## src/rtl/seq_fixed_divider.sv

```systemverilog
// Multi-cycle signed fixed-point divider: radix-2 restoring iteration producing
// a signed Q(WIDTH).(WIDTH) quotient of a/b with overflow and divide-by-zero flags.
module seq_fixed_divider #(
    parameter int WIDTH = 16
) (
    input  logic                 clk,
    input  logic                 rst_n,
    input  logic                 clk_en,
    input  logic [WIDTH-1:0]     s_axis_dividend_tdata,
    input  logic                 s_axis_dividend_tvalid,
    input  logic [WIDTH-1:0]     s_axis_divisor_tdata,
    input  logic                 s_axis_divisor_tvalid,
    output logic [2*WIDTH-1:0]   m_axis_dout_tdata,
    output logic                 m_axis_dout_tvalid,
    output logic [1:0]           m_axis_dout_tuser,
    output logic                 busy
);

    localparam int QW = 2 * WIDTH;
    localparam int CW = $clog2(QW + 1);

    localparam logic [QW-1:0] POS_MAX = {1'b0, {(QW-1){1'b1}}};
    localparam logic [QW-1:0] NEG_MAX = {1'b1, {(QW-1){1'b0}}};

    typedef enum logic [1:0] {
        IDLE,
        CALC,
        FIX,
        DONE
    } state_t;

    state_t            state_reg, state_next;
    logic [WIDTH:0]    rem_reg, rem_next;
    logic [QW-1:0]     quo_reg, quo_next;
    logic [QW-1:0]     num_reg, num_next;
    logic [WIDTH-1:0]  div_reg, div_next;
    logic [CW-1:0]     cnt_reg, cnt_next;
    logic              sign_reg, sign_next;
    logic              zero_reg, zero_next;
    logic              aneg_reg, aneg_next;
    logic [QW-1:0]     tdata_reg, tdata_next;
    logic              tvalid_reg, tvalid_next;
    logic [1:0]        tuser_reg, tuser_next;
    logic              busy_reg, busy_next;

    logic [WIDTH-1:0]  a_abs;
    logic [WIDTH-1:0]  b_abs;
    logic [WIDTH:0]    trial;
    logic [WIDTH:0]    div_ext;

    // Magnitudes as unsigned; the most negative operand maps to 2^(WIDTH-1)
    assign a_abs   = s_axis_dividend_tdata[WIDTH-1] ? -s_axis_dividend_tdata : s_axis_dividend_tdata;
    assign b_abs   = s_axis_divisor_tdata[WIDTH-1]  ? -s_axis_divisor_tdata  : s_axis_divisor_tdata;
    assign trial   = {rem_reg[WIDTH-1:0], num_reg[QW-1]};
    assign div_ext = {1'b0, div_reg};

    always_comb begin
        state_next  = state_reg;
        rem_next    = rem_reg;
        quo_next    = quo_reg;
        num_next    = num_reg;
        div_next    = div_reg;
        cnt_next    = cnt_reg;
        sign_next   = sign_reg;
        zero_next   = zero_reg;
        aneg_next   = aneg_reg;
        tdata_next  = tdata_reg;
        tvalid_next = tvalid_reg;
        tuser_next  = tuser_reg;
        busy_next   = busy_reg;

        case (state_reg)
            IDLE: begin
                if (s_axis_dividend_tvalid && s_axis_divisor_tvalid) begin
                    div_next   = b_abs;
                    num_next   = {a_abs, {WIDTH{1'b0}}};
                    sign_next  = s_axis_dividend_tdata[WIDTH-1] ^ s_axis_divisor_tdata[WIDTH-1];
                    zero_next  = (s_axis_divisor_tdata == '0);
                    aneg_next  = s_axis_dividend_tdata[WIDTH-1];
                    rem_next   = '0;
                    quo_next   = '0;
                    cnt_next   = CW'(QW);
                    busy_next  = 1'b1;
                    state_next = CALC;
                end
            end
            CALC: begin
                num_next = {num_reg[QW-2:0], 1'b0};
                if (trial >= div_ext) begin
                    rem_next = trial - div_ext;
                    quo_next = {quo_reg[QW-2:0], 1'b1};
                end else begin
                    rem_next = trial;
                    quo_next = {quo_reg[QW-2:0], 1'b0};
                end
                cnt_next = cnt_reg - CW'(1);
                if (cnt_reg == CW'(1)) begin
                    state_next = FIX;
                end
            end
            FIX: begin
                // Divide-by-zero wins; positive magnitude 2^(QW-1) is the only overflow
                if (zero_reg) begin
                    tdata_next = aneg_reg ? NEG_MAX : POS_MAX;
                    tuser_next = 2'b01;
                end else if (!sign_reg && quo_reg[QW-1]) begin
                    tdata_next = POS_MAX;
                    tuser_next = 2'b10;
                end else begin
                    tdata_next = sign_reg ? -quo_reg : quo_reg;
                    tuser_next = 2'b00;
                end
                tvalid_next = 1'b1;
                state_next  = DONE;
            end
            DONE: begin
                tvalid_next = 1'b0;
                busy_next   = 1'b0;
                state_next  = IDLE;
            end
            default: begin
                state_next = IDLE;
            end
        endcase
    end

    always_ff @(posedge clk or negedge rst_n) begin
        if (!rst_n) begin
            state_reg  <= IDLE;
            rem_reg    <= '0;
            quo_reg    <= '0;
            num_reg    <= '0;
            div_reg    <= '0;
            cnt_reg    <= '0;
            sign_reg   <= 1'b0;
            zero_reg   <= 1'b0;
            aneg_reg   <= 1'b0;
            tdata_reg  <= '0;
            tvalid_reg <= 1'b0;
            tuser_reg  <= '0;
            busy_reg   <= 1'b0;
        end else if (clk_en) begin
            state_reg  <= state_next;
            rem_reg    <= rem_next;
            quo_reg    <= quo_next;
            num_reg    <= num_next;
            div_reg    <= div_next;
            cnt_reg    <= cnt_next;
            sign_reg   <= sign_next;
            zero_reg   <= zero_next;
            aneg_reg   <= aneg_next;
            tdata_reg  <= tdata_next;
            tvalid_reg <= tvalid_next;
            tuser_reg  <= tuser_next;
            busy_reg   <= busy_next;
        end
    end

    assign m_axis_dout_tdata  = tdata_reg;
    assign m_axis_dout_tvalid = tvalid_reg;
    assign m_axis_dout_tuser  = tuser_reg;
    assign busy               = busy_reg;

endmodule

```

## config.mk

```make
export PLATFORM = sky130hd
export DESIGN_NAME = seq_fixed_divider
export DESIGN_NICKNAME = d
export VERILOG_FILES = /design/src/rtl/seq_fixed_divider.sv
export SDC_FILE = /design/constraint.sdc
export NUM_CORES = 1
export LEC_CHECK = 0
export ABC_AREA = 0
export BUFFER_PORTS_ARGS = -buffer_cell sky130_fd_sc_hd__buf_4
export CORE_UTILIZATION = 45
export DETAILED_ROUTE_END_ITERATION = 6
export PLACE_DENSITY = 0.71
export SYNTH_ARGS = -nofsm -noshare
export SYNTH_HDL_FRONTEND = slang
export SYNTH_SLANG_ARGS = --single-unit
export TNS_END_PERCENT = 20
```

## constraint.sdc

```tcl
create_clock -name clk -period 5.2 [get_ports clk]
set_input_delay 0.26 -clock clk [delete_from_list [all_inputs] [get_ports clk]]
set_output_delay 0.26 -clock clk [all_outputs]
set_load 0.005 [all_outputs]
```

### Word level (Yosys, flattened, before mapping)

Cells that the tools add are included.

* output and inout port bits: 36
* bits in registers: 143
* bits of input ports: 37
* logic and storage cells: 64

* magnitude comparators: 1
* multiplexer cells: 24
* bitwise gates (word level): 1
* equal/unequal tests: 6
* reduce and logical (&&, ||, !) cells: 14
* $add $sub $neg: 5

Operators with widths (count)
* $mux W32: 6
* $pmux W32 S2: 2
* $mux W16: 4
* $neg A16 Y16: 2
* $neg A32 Y32: 1
* $pmux W16 S2: 1
* $ge A17 B16 Y1: 1
* $logic_not A16 Y1: 1
* $sub A16 B16 Y16: 1
* $pmux W6 S2: 1
* $reduce_and A3 Y1: 4
* $mux W2: 4
* $pmux W2 S4: 1
* $eq A6 B1 Y1 const B: 1
* $mux W6: 1
* $reduce_bool A2 Y1: 3
* $sub A6 B1 Y6 const B: 1
* $eq A2 B2 Y1 const B: 2
* $ne A2 B2 Y1 const B: 2
* $pmux W1 S2: 2
* $reduce_and A2 Y1: 2
* $eq A2 B1 Y1 const B: 1
* $logic_and A1 B1 Y1: 2
* $logic_not A2 Y1: 1
* 3 further kinds: 4

### Longest topological paths before layout

* depth after elaboration: 4
* mapped depth: 11
* mapped depth without buffers: 9

### Least setup slack after synthesis

No wires, ideal clock.

* path kind: reg2reg
* from: register rem_reg[5]
* to: register rem_reg[6]
* library setup time: 0.066 ns
* arrival time: 2.325 ns
* path buffers: 2
* stages on the path, launching flop included: 10
* period minus slack after synthesis: 2.391 ns
* path slack: 2.809 ns
* required time: 5.134 ns
* cells stage by stage: dfrtp_1 > ha_1 > clkbuf_1 > nand2_1 > nor4_1 > a31oi_1 > a31o_1 > clkbuf_1 > or4b_1 > nand2_1

* cells in the longest elaborated chain, start to end: 3
* elaborated cells on any way between the ends: 4
* those cells by class: add/sub (1); order compare (1); mux (2)

Ends and longest elaborated chain
* start, declared: RTL line 33 `logic [WIDTH:0] rem_reg, rem_next;`
* start signal, assigned: RTL line 144 `rem_reg <= rem_next;`
* $sub A16 B16 Y16 or $ge A17 B16 Y1 (tied branches): RTL line 90, 89
* $mux W16 (*): RTL line 89 `if (trial >= div_ext) begin`
* $pmux W16 S2 (*): RTL line 72 `case (state_reg)`

Every way passes the cells marked *; elsewhere a longest branch is shown, timed or not.
A chain may end at the register's enable or synchronous reset.

### Worst setup path in the final report

* from: register state_reg[1]
* to: register cnt_reg[0]

* cells in the longest elaborated chain, start to end: 3
* elaborated cells on any way between the ends: 6
* those cells by class: eq/ne (2); mux (1); reduce/logical (3)

Ends and longest elaborated chain
* start, declared: RTL line 32 `state_t state_reg, state_next;`
* start signal, assigned: RTL line 143 `state_reg <= state_next;`
* $eq A2 B1 Y1 or $logic_not A2 Y1 (tied branches): RTL line 72
* $reduce_bool A2 Y1 (no source line) or $ne A2 B2 Y1 (tied branches)
* $reduce_and A3 Y1 (no source line)
* end signal, assigned: RTL line 148 `cnt_reg <= cnt_next;`
* end, declared: RTL line 37 `logic [CW-1:0] cnt_reg, cnt_next;`

Parallel ways exist; a longest one is shown, timed or not.

==> results.cfg <==
[run_status]
outcome = finished, violations left
violations = hold timing

[clock_network]
htree_levels = 4
clock_path_buffers = 2
cts_hold_buffers = 0
clk_latency_ns = 0.43
numCtsBuffers = 17
root_buffer = clkbuf_16
cts_tree = yes
cts.repair.resized = 0
cts_setup_buffers = 0
clock-sinks = 127
path_clk_slew_ns = 0.06

[die]
ios = 73
coreArea_sq_um = 16600
rows = 47
start_util_pct = 46.1
fp.dieW_microns = 132
die-area_sq_um = 17500
die_h_microns = 132

[sta]
hold_slack_ns = -0.00965
slew_viol_final = 0
hold_viol = 19
post-route-period-util_pct = 55.0
min_period_ns = 2.86
tns_ns = 0
timing.slew.headroom_pct = 20.1
setup_slack_ns = 2.34
fin_skew_ns = 0.0128
final-setup-viol-count = 0
max_freq_mhz = 350
worstMarginPinSlew_ns = 1.19
rsz0062_at_grt = no

[power_and_ir_drop]
max-vdd-ir-drop_mv = 0.281
p_leak_nw = 4.06
power_density_nw_per_um2 = 652

[global_route]
grt_max_degree = 76
grt_pass1_vias = 6375
grt_use_met1_pct = 30.3
grt.busiest_layer = met2
grt_pass1_wl_microns = 31400
met3_usage_pct = 4.23
grt_overflow = 0
grtUsageMet2_pct = 35.0
grt_usage_pct = 22.2
antenna_found_initial = 0

[synthesis]
synth.yosys.seq_area_share_pct = 41.6
synthTopCellsByArea = dfrtp_1 (42%), nand2_1 (7.0%), o21ai_0 (5.6%)
ys_types = 64
post_synth_instance_area_sq_um = 7640
synth_edf_count = 0
syn_inst = 909
synth-async-reset-ratio_pct = 100
yosysTopAreaCell = dfrtp_1
yosysWarningCount = 0
synth_area_per_cell_sq_um = 8.41
synth_ff_type = dfrtp_1
synthTopCellsByCount = nand2_1 (142), dfrtp_1 (127), o21ai_0 (86), a21oi_1 (64), nand3_1 (59)
synth_top_area_share_pct = 41.6
synth-seq-cells = 127
yosysMostFrequentCell = nand2_1
syn_nets = 973

[placed_design]
port_buffers = 72
place_area_sq_um = 8300
dp_hpwl_microns = 12500
routabilityCongestion = 0.946
pre_cts_ws_ns = 2.39

[setup_path]
r2r-end = cnt_reg[0]$_DFFE_PN0P_
path_cells = inv_1 > ha_1 > and3_1 > buf_4 > nand2_1 > o21ai_0
startpoint_type = register
startpoint = state_reg[1]$_DFFE_PN0P_
worst_setup_path_end_kind = register
rr_startpoint = state_reg[1]$_DFFE_PN0P_
cp.arrival_ns = 3.21
path_depth = 6
required_ns = 5.55
crit_path_top_delay_cell = and3_1
rr_worst_depth = 6
crit_path_max_fanout = 29
max_stage_delay_ns = 0.86
cp_top_family = simple AND/OR/NAND/NOR gates
timing.critical_path.buf_inv = 2
crit_end = cnt_reg[0]$_DFFE_PN0P_
regToRegSetupSlack_ns = 2.34
path_class = reg -> reg

[worst_hold_path]
hp-class = in -> async

[route]
drt_first_pass_iters = 5
initialDrtViolationCount = 660
route.detailed.drc = 0
viasPerCell = 5.76
wl_microns = 18600
ant_nets = 0
wl_per_cell_microns = 15.7
vias = 6815

[layout]
fill_cells = 1561
seq_area_sq_um = 3180
final_area_sq_um = 8960
utilization_pct = 54.0
final_nets = 1015
drive_gt1_share_pct = 13.6
area_delta_synth_final_pct = 17.2
multi_input_area_sq_um = 4110
antenna_cells = 0

[run]
cap_violations = 0
==> layer usage <==
| layer | part of all wire (%) | wire (microns) | up-vias |
|---|---|---|---|
| met5 | 0 | 0 | - |
| met4 | 1.7 | 324 | 0 |
| met3 | 4.1 | 754 | 28 |
| met2 | 47 | 8750 | 171 |
| met1 | 47 | 8790 | 3293 |
| li1 | - | - | 3323 |
==> cell usage in the layout (no fill, tap or decap), types with 15 or more instances in the layout <==
cell       synthesis  layout
clkbuf_16          0      17
nor3_1            19      19
dfrtp_1          127     127
xor2_1            34      34
ha_1              26      26
nand3_1           59      59
a21oi_1           64      64
a31oi_1           15      15
o21ai_0           86      86
inv_1             37      37
nand2_1          142     142
nor2_1            54      54
buf_4              0      80
==> logic make-up (layout without fill, tap and decap cells) <==
logic type / count (synthesis) / count (layout) / share of synthesized area [%]
muxes: 9 / 9 / 1.19
AOI/OAI and AO/OA: 260 / 260 / 21.3
DFF: 127 / 127 / 41.6
and+or+nand+nor: 347 / 347 / 21.6
buffers and inverters: 94 / 149 / 4.65
adders and majority gates: 27 / 27 / 4.52
xor gates and xnor gates: 45 / 45 / 5.16
==> area by class of cell <==
cell class | instances | share of cell area [%]
sequential | 127 | 35.5
clock inverter | 11 | 2.07
multi-input combinational | 688 | 45.9
inverter | 37 | 1.55
tap | 220 | 3.07
clock buffer | 21 | 5.25
timing repair buffer | 80 | 6.70
==> worst reg2reg max path: cells and delay by family, from the launching register on <==
family | cells | cell delay (ns)
AND/OR/NAND/NOR | 2 | 0.95
adder cells (fa/ha/maj) | 1 | 0.82
flip-flops | 1 | 0.40
buffers and inverters | 2 | 0.54
AO/OA/AOI/OAI | 1 | 0.07
==> worst min-delay path by stage <==
| stage | slack [ns] | to | from | cells past startpoint |
|---|---|---|---|---|
| global route | 0.07 | num_reg[21]$_DFFE_PN0P_ | rst_n | 1 |
| global placement | 0.46 | num_reg[17]$_DFFE_PN0P_ | num_reg[17]$_DFFE_PN0P_ | 2 |
| finish | -0.01 | num_reg[20]$_DFFE_PN0P_ | rst_n | 1 |
| detailed placement | 0.47 | div_reg[15]$_DFFE_PN0P_ | div_reg[15]$_DFFE_PN0P_ | 2 |
| CTS | 0.03 | num_reg[19]$_DFFE_PN0P_ | rst_n | 1 |
| floorplan | -0.04 | aneg_reg$_DFFE_PN0P_ | rst_n | 0 |
==> power breakdown <==
part	switching (mW)	total, mW	internal, mW
sequential	0.263	1.61	1.35
combinational	1.73	2.92	1.19
clock	0.433	1.32	0.884
==> per-stage QoR <==
step	std cells	total power, mW
after global placement	1152	4.46
after global routing	1184	6.30
after CTS	1184	5.84
after detailed placement	1152	4.49
after floorplan	909	3.69
final	1184	5.85
No activity file was read; power rests on OpenSTA's default activity.
